### config.mk
export PLATFORM = sky130hd
export DESIGN_NAME = load_store_unit
export DESIGN_NICKNAME = d
export VERILOG_FILES = /design/src/rtl/load_store_unit.sv
export SDC_FILE = /design/constraint.sdc
export NUM_CORES = 1
export LEC_CHECK = 0
export CAP_MARGIN = 10
export CORE_ASPECT_RATIO = 0.6
export CORE_MARGIN = 2
export CORE_UTILIZATION = 40
export DETAILED_ROUTE_END_ITERATION = 10
export PLACE_DENSITY = 0.87
export SYNTH_ARGS = -nofsm -noshare
export SYNTH_HDL_FRONTEND = slang
export SYNTH_SLANG_ARGS = --single-unit
### constraint.sdc
create_clock -name clk -period 2.1 [get_ports clk]
set_input_delay 0.42 -clock clk [delete_from_list [all_inputs] [get_ports clk]]
set_output_delay 0.42 -clock clk [all_outputs]
set_load 0.1 [all_outputs]
### src/rtl/load_store_unit.sv
// load_store_unit: memory-access stage between execute and writeback.
// Runs one load or store per instruction on a req/ready data-memory port,
// builds byte enables and lane-replicated store data, and aligns and extends
// load data. The core is held through the stall output while an access is
// outstanding.
//
// Ports:
//   clk, rst       clock, synchronous active-high reset
//   addr           byte address from the execute ALU
//   store_data     store operand (r_out2)
//   mem_read       load requested
//   mem_write      store requested (wins if both are set)
//   addr_mode      [1:0] 00 byte / 01 half / 10 word, [2] zero-extend loads
//   read_data      registered, aligned and extended load result
//   stall          core must hold state this cycle
//   misaligned     one-cycle pulse on a rejected misaligned access
//   bus_error      one-cycle pulse when memory never answers
//   mem_req        request to data memory
//   mem_we         write strobe, valid with mem_req
//   mem_addr       word-aligned address
//   mem_wdata      lane-replicated store data
//   mem_be         byte enables
//   mem_ready      memory accepts/completes the current request
//   mem_rdata      full read word, valid with mem_ready
module load_store_unit #(
  parameter int unsigned DATA_WIDTH = 32,
  parameter int unsigned TIMEOUT    = 16
) (
  input  logic                  clk,
  input  logic                  rst,
  input  logic [DATA_WIDTH-1:0] addr,
  input  logic [DATA_WIDTH-1:0] store_data,
  input  logic                  mem_read,
  input  logic                  mem_write,
  input  logic [2:0]            addr_mode,
  output logic [DATA_WIDTH-1:0] read_data,
  output logic                  stall,
  output logic                  misaligned,
  output logic                  bus_error,
  output logic                  mem_req,
  output logic                  mem_we,
  output logic [DATA_WIDTH-1:0] mem_addr,
  output logic [DATA_WIDTH-1:0] mem_wdata,
  output logic [3:0]            mem_be,
  input  logic                  mem_ready,
  input  logic [DATA_WIDTH-1:0] mem_rdata
);

  typedef enum logic [1:0] {
    IDLE = 2'd0,
    REQ  = 2'd1,
    DONE = 2'd2
  } state_t;

  localparam logic [7:0] LP_CNT_LAST = 8'(TIMEOUT - 1);

  state_t                r_state;
  state_t                w_state_nxt;
  logic [7:0]            r_cnt;
  logic [1:0]            r_off;
  logic [2:0]            r_mode;
  logic                  r_is_load;
  logic [DATA_WIDTH-1:0] r_read_data;
  logic                  r_we;
  logic [DATA_WIDTH-1:0] r_addr;
  logic [DATA_WIDTH-1:0] r_wdata;
  logic [3:0]            r_be;
  logic                  r_misaligned;
  logic                  r_bus_error;

  logic                  w_active;
  logic                  w_mis;
  logic [3:0]            w_be;
  logic [DATA_WIDTH-1:0] w_wdata;
  logic [7:0]            w_byte;
  logic [15:0]           w_half;
  logic [DATA_WIDTH-1:0] w_load;
  logic                  w_timeout;

  assign w_active  = mem_read | mem_write;
  assign w_timeout = (r_cnt == LP_CNT_LAST);

  always_comb begin
    w_mis = 1'b0;
    case (addr_mode[1:0])
      2'b01:   w_mis = addr[0];
      2'b10:   w_mis = (addr[1:0] != 2'b00);
      2'b11:   w_mis = 1'b1;
      default: w_mis = 1'b0;
    endcase
  end

  // Store lanes; loads always fetch the full word.
  always_comb begin
    w_be    = 4'b1111;
    w_wdata = store_data;
    if (mem_write) begin
      case (addr_mode[1:0])
        2'b00: begin
          w_be    = 4'b0001 << addr[1:0];
          w_wdata = {4{store_data[7:0]}};
        end
        2'b01: begin
          w_be    = addr[1] ? 4'b1100 : 4'b0011;
          w_wdata = {2{store_data[15:0]}};
        end
        default: begin
          w_be    = 4'b1111;
          w_wdata = store_data;
        end
      endcase
    end
  end

  // Load alignment uses the offset and mode captured when the request started.
  always_comb begin
    w_byte = mem_rdata[{r_off, 3'b000} +: 8];
    w_half = mem_rdata[{r_off[1], 4'b0000} +: 16];
    case (r_mode[1:0])
      2'b00:   w_load = {{24{~r_mode[2] & w_byte[7]}}, w_byte};
      2'b01:   w_load = {{16{~r_mode[2] & w_half[15]}}, w_half};
      default: w_load = mem_rdata;
    endcase
  end

  always_comb begin
    w_state_nxt = r_state;
    stall       = 1'b0;
    case (r_state)
      IDLE: begin
        if (w_active && !w_mis) begin
          stall       = 1'b1;
          w_state_nxt = REQ;
        end
      end
      REQ: begin
        stall = 1'b1;
        if (mem_ready || w_timeout) begin
          w_state_nxt = DONE;
        end
      end
      DONE:    w_state_nxt = IDLE;
      default: w_state_nxt = IDLE;
    endcase
  end

  always_ff @(posedge clk) begin
    if (rst) begin
      r_state      <= IDLE;
      r_cnt        <= '0;
      r_off        <= '0;
      r_mode       <= '0;
      r_is_load    <= 1'b0;
      r_read_data  <= '0;
      r_we         <= 1'b0;
      r_addr       <= '0;
      r_wdata      <= '0;
      r_be         <= '0;
      r_misaligned <= 1'b0;
      r_bus_error  <= 1'b0;
    end else begin
      r_state      <= w_state_nxt;
      r_misaligned <= 1'b0;
      r_bus_error  <= 1'b0;
      case (r_state)
        IDLE: begin
          if (w_active) begin
            if (w_mis) begin
              r_misaligned <= 1'b1;
              r_read_data  <= '0;
            end else begin
              r_addr    <= {addr[DATA_WIDTH-1:2], 2'b00};
              r_we      <= mem_write;
              r_is_load <= ~mem_write;
              r_be      <= w_be;
              r_wdata   <= w_wdata;
              r_off     <= addr[1:0];
              r_mode    <= addr_mode;
              r_cnt     <= '0;
            end
          end
        end
        REQ: begin
          if (mem_ready) begin
            if (r_is_load) begin
              r_read_data <= w_load;
            end
          end else if (w_timeout) begin
            r_bus_error <= 1'b1;
            r_read_data <= '0;
          end else begin
            r_cnt <= r_cnt + 8'd1;
          end
        end
        default: ;
      endcase
    end
  end

  assign mem_req    = (r_state == REQ);
  assign mem_we     = r_we;
  assign mem_addr   = r_addr;
  assign mem_wdata  = r_wdata;
  assign mem_be     = r_be;
  assign read_data  = r_read_data;
  assign misaligned = r_misaligned;
  assign bus_error  = r_bus_error;

endmodule
# ---- After elaboration in Yosys (flattened, before gate mapping)
# Cells that the tools add are included.
# W data, S select, Z words.
dict set report word_totals {
  wordCells 79
  regBits 117
  input_bits 104
}
dict set report op_classes {
  bitwise 9
  reduce_logical 14
  muxes 25
  add_sub_neg 1
  eq_ne 15
  shift 3
}
# operator n
set op_table {}
lappend op_table {{$mux W32} 6}
lappend op_table {{$pmux W32 S2} 3}
lappend op_table {{$mux W8} 4}
lappend op_table {{$shiftx A32 B6 Y16} 1}
lappend op_table {{$shiftx A32 B6 Y8} 1}
lappend op_table {{$pmux W8 S2} 1}
lappend op_table {{$ne A2 B2 Y1 const B} 6}
lappend op_table {{$reduce_and A5 Y1} 2}
lappend op_table {{$add A8 B1 Y8 const B} 1}
lappend op_table {{$eq A8 B4 Y1 const B} 1}
lappend op_table {{$mux W4} 2}
lappend op_table {{$pmux W4 S2} 1}
lappend op_table {{$eq A2 B1 Y1 const B} 3}
lappend op_table {{$logic_not A2 Y1} 3}
lappend op_table {{$not A1 Y1} 6}
lappend op_table {{$reduce_or A3 Y1} 2}
lappend op_table {{$eq A2 B2 Y1 const B} 2}
lappend op_table {{$mux W2} 2}
lappend op_table {{$pmux W2 S2} 1}
lappend op_table {{$reduce_bool A2 Y1} 2}
lappend op_table {{$shl A1 B2 Y4 const A} 1}
lappend op_table {{$mux W1} 3}
lappend op_table {{$ne A3 B1 Y1 const B} 1}
lappend op_table {{$ne A3 B2 Y1 const B} 1}
lappend op_table {{other kinds (10)} 11}

# ---- Longest topological paths before layout
dict set report depth {
  ltp_word 6
  mapped_depth 6
}

# ---- Worst setup path after synthesis
# OpenSTA, ideal clock, no wires.
dict set report synth_timing {
  path_kind {input to output}
  startpoint {in addr_mode[0]}
  endpoint {out stall}
  n_path_buf 0
  cell_stages 3
  arrival_time_ns 2.340
  slack_ns -0.660
  cell_sequence {nor3_1 > o22ai_1 > a21oi_1}
}
dict set report synth_between {
  elab_chain_cells 6
}
# element line
set synth_lines {}
lappend synth_lines {{start, declared} 35} ;# input logic [2:0] addr_mode,
lappend synth_lines {{$eq A2 B2 Y1 / $eq A2 B1 Y1 (equally long branches)} 85} ;# case (addr_mode[1:0])
lappend synth_lines {{$pmux W1 S3 *} 85}
lappend synth_lines {{$logic_not A1 Y1 *} 131} ;# if (w_active && !w_mis) begin
lappend synth_lines {{$logic_and A1 B1 Y1 *} 131}
lappend synth_lines {{$mux W1 *} 131}
lappend synth_lines {{$pmux W1 S2 *} 129} ;# case (r_state)
lappend synth_lines {{end, declared} 37} ;# output logic stall,
# Every way passes the cells marked *; elsewhere a longest branch is shown, timed or not.

# ---- Worst setup path in the final report
dict set report layout_timing {
  startpoint {in mem_write}
  endpoint {out stall}
}
dict set report layout_between {
  elab_chain_cells 4
}
# element line
set layout_lines {}
lappend layout_lines {{start, declared} 34} ;# input logic mem_write,
lappend layout_lines {{$or A1 B1 Y1} 80} ;# assign w_active = mem_read | mem_write;
lappend layout_lines {{$logic_and A1 B1 Y1} 131}
lappend layout_lines {{$mux W1} 131}
lappend layout_lines {{$pmux W1 S2} 129}
# No other way between the ends.

==> flow_summary.ini <==
[timing]
tns_ns = 0
finalClockSkew_ns = 0.0124
drv_slew = 0
rsz0062_at_grt = no
holdWs_ns = 0.453
hold_viol = 0
min_period_ns = 2.05
fin_crit_sh_pct = 97.5
maxSlewHeadroom_pct = 42.8
max_freq_mhz = 488
tightest_slew_ns = 0.855
setup_viol = 0

[synthesis]
ys_seq_area_share_pct = 47.3
ys_async_sr_fraction_pct = 0
syn_inst = 592
synth.distinct_cells = 47
avgSynthCellArea_sq_um = 8.37
yosysWarningCount = 0
synth-edff-count = 0
ys_seq_elements = 117
synthFlopType = dfxtp_1
syn_area_sq_um = 4950

[clock_tree]
clockRootBuffer = clkbuf_16
cts_tree = done
worstSkewPairLatency_ns = 0.41
path_clk_slew_ns = 0.05
cts_buffer_depth = 2
cts_inserted_buffers = 17
ctsHtreeMaxLevel = 4
cts.sinks = 117

[routing]
drt-pass1-iter-count = 5
drc_errors = 0
vias = 5258
vias_per_cell = 5.28
wl_per_cell_um = 16.2
routed_wl_um = 16100
ant_nets = 0
first_iter_violations = 403

[global_routing]
track_usage_pct = 24.3
grt-ovfl-total = 0
antenna_found_initial = 0
grt_max_degree = 68
grt_pass1_vias = 5050
grt_pass1_wl_um = 25800

[min_path]
min_path_type = flip-flop to flip-flop

[setup_path]
crit_type = primary input to primary output
worst-path-max-fanout = 6
arrival_ns = 1.63
end_kind = primary output
cp-start-kind = primary input
required_ns = 1.68

[finish]
drive_gt1_share_pct = 23.6
syn_to_final_growth_pct = 58.0
nNetsFinal = 922
post-route-util_pct = 64.8
fin_cells = 995
diodes = 0

[floorplan]
die-area_sq_um = 13300
fp.dieH_um = 90.2
num_rows = 31
start_util_pct = 41.1
ios = 209
coreArea_sq_um = 12100
die_w_um = 148

[power]
ir_drop_v = 0.000579
p_leak_nw = 3.16
cellPowerDensity_nw_per_um2 = 915

[status]
status = finished clean

[run]
maxCapViolCount = 0

[placement]
io_buffer_count = 206
dp_hpwl_um = 11800
dp_cells = 959
place_congestion = 0.872
layer usage:
metal | GRT usage [%] | part of all wire [%]
met5 | 0 | 0
met4 | 6.97 | 1.2
met3 | 7.36 | 10
met2 | 36.9 | 45
met1 | 33.3 | 44
stage by stage:
stage	setup slack (ns)	area (sq um)	power [mW]
after floorplan	-0.0599	4960	3.68
after global placement	-0.304	7190	4.28
after detailed placement	-0.305	7190	4.31
after CTS	0.0291	7820	7.18
after global routing	0.00182	7820	7.39
final	0.0522	7820	7.16
critical path: stages:
cell and delay [ns]:
clkdlybuf4s50_1 0.50, buf_6 0.14, o22ai_1 0.12, a21oi_2 0.24, buf_12 0.20
placed cells by master, fill, tap and decap left out, drive strengths merged, types with 4 or more instances in the layout:
cell / synthesis / routed
buf: 25 / 149
nand2: 131 / 131
dfxtp: 117 / 117
clkdlybuf4s50: 0 / 98
a21oi: 78 / 78
nor2: 40 / 40
mux2i: 25 / 25
o2bb2ai: 24 / 24
o21ai: 23 / 23
clkbuf: 21 / 18
o211ai: 16 / 16
or3: 11 / 11
nand2b: 10 / 10
a211oi: 9 / 9
inv: 7 / 9
nor3: 8 / 8
a32o: 7 / 7
clkinv: 0 / 7
nand3: 4 / 4
path summary, 6_finish.rpt:
| path | depth (start not counted) | slack (ns) | end | from |
|---|---|---|---|---|
| worst max register to register | 6 | 0.10 | read_data[18] | r_cnt[0] |
| worst min register to register | 2 | 0.45 | mem_addr[11] | mem_addr[11] |
| worst max-delay path | 5 | 0.05 | stall | mem_write |
| worst min-delay path | 2 | 0.45 | mem_addr[11] | mem_addr[11] |
where the power goes:
part | leakage [nW] | total [mW] | internal, mW | switching (mW)
combinational | 1.92 | 1.86 | 0.573 | 1.29
clock | 0.283 | 2.88 | 1.79 | 1.09
sequential | 0.953 | 2.41 | 2.34 | 0.0759
total | 3.16 | 7.16 | 4.70 | 2.46
sequential cells by signal (all words and copies together) (netlist names):
register	cells
mem_wdata	32
mem_addr	30
misaligned	1
r_off	2
r_cnt	8
r_mode	3
bus_error	1
read_data	32
mem_we	1
r_is_load	1
mem_be	4
r_state	2
cells by family after synthesis:
kind of cell	share of synthesized area [%]
AND/OR/NAND/NOR	19.1
XOR/XNOR	0.531
adder cells (fa/ha/maj)	0.253
flip-flops	47.3
buffers and inverters	4.88
AO/OA/AOI/OAI	22.6
multiplexers	5.28
other	0.0757
repair_timing:
action	4_1_cts	5_1_grt
hold buffers	0	0
resized for setup	5	2
buffers inserted	4	0
pin swaps	2	3
setup endpoints to repair	1	12
layout make-up:
class / instances / area (sq um)
clock inverters: 14 / 154
well taps: 165 / 206
flip-flops and latches: 117 / 2340
multi-input cells: 423 / 2410
clock buffers: 18 / 439
repair buffers: 251 / 2240
inverters: 7 / 26.3
fillers: 948 / 4240
synthesized netlist by cell type (2+ instances only):
master	number	share of area, %
o21a_1	2	0.30
nand2b_1	10	1.3
nor3_1	8	0.81
clkbuf_1	21	1.6
mux2i_1	25	5.1
dfxtp_1	117	47
or3b_2	2	0.35
nand2_1	131	9.9
a311oi_1	2	0.35
a21oi_1	78	7.9
buf_2	19	1.9
o2bb2ai_1	24	4.2
nand3_1	4	0.40
xnor2_1	3	0.53
a32o_1	7	1.4
o31ai_1	2	0.30
o211ai_1	16	2.4
nand4b_1	2	0.35
o21ai_0	22	2.2
buf_1	2	0.15
o211a_1	2	0.40
or3_1	11	1.4
inv_1	7	0.53
a211oi_1	8	1.2
nor2b_1	3	0.38
nor2_1	39	3.0
o221a_2	2	0.45
buf_4	3	0.45
nor4_1	2	0.25
(Power assumes the default switching activity.)
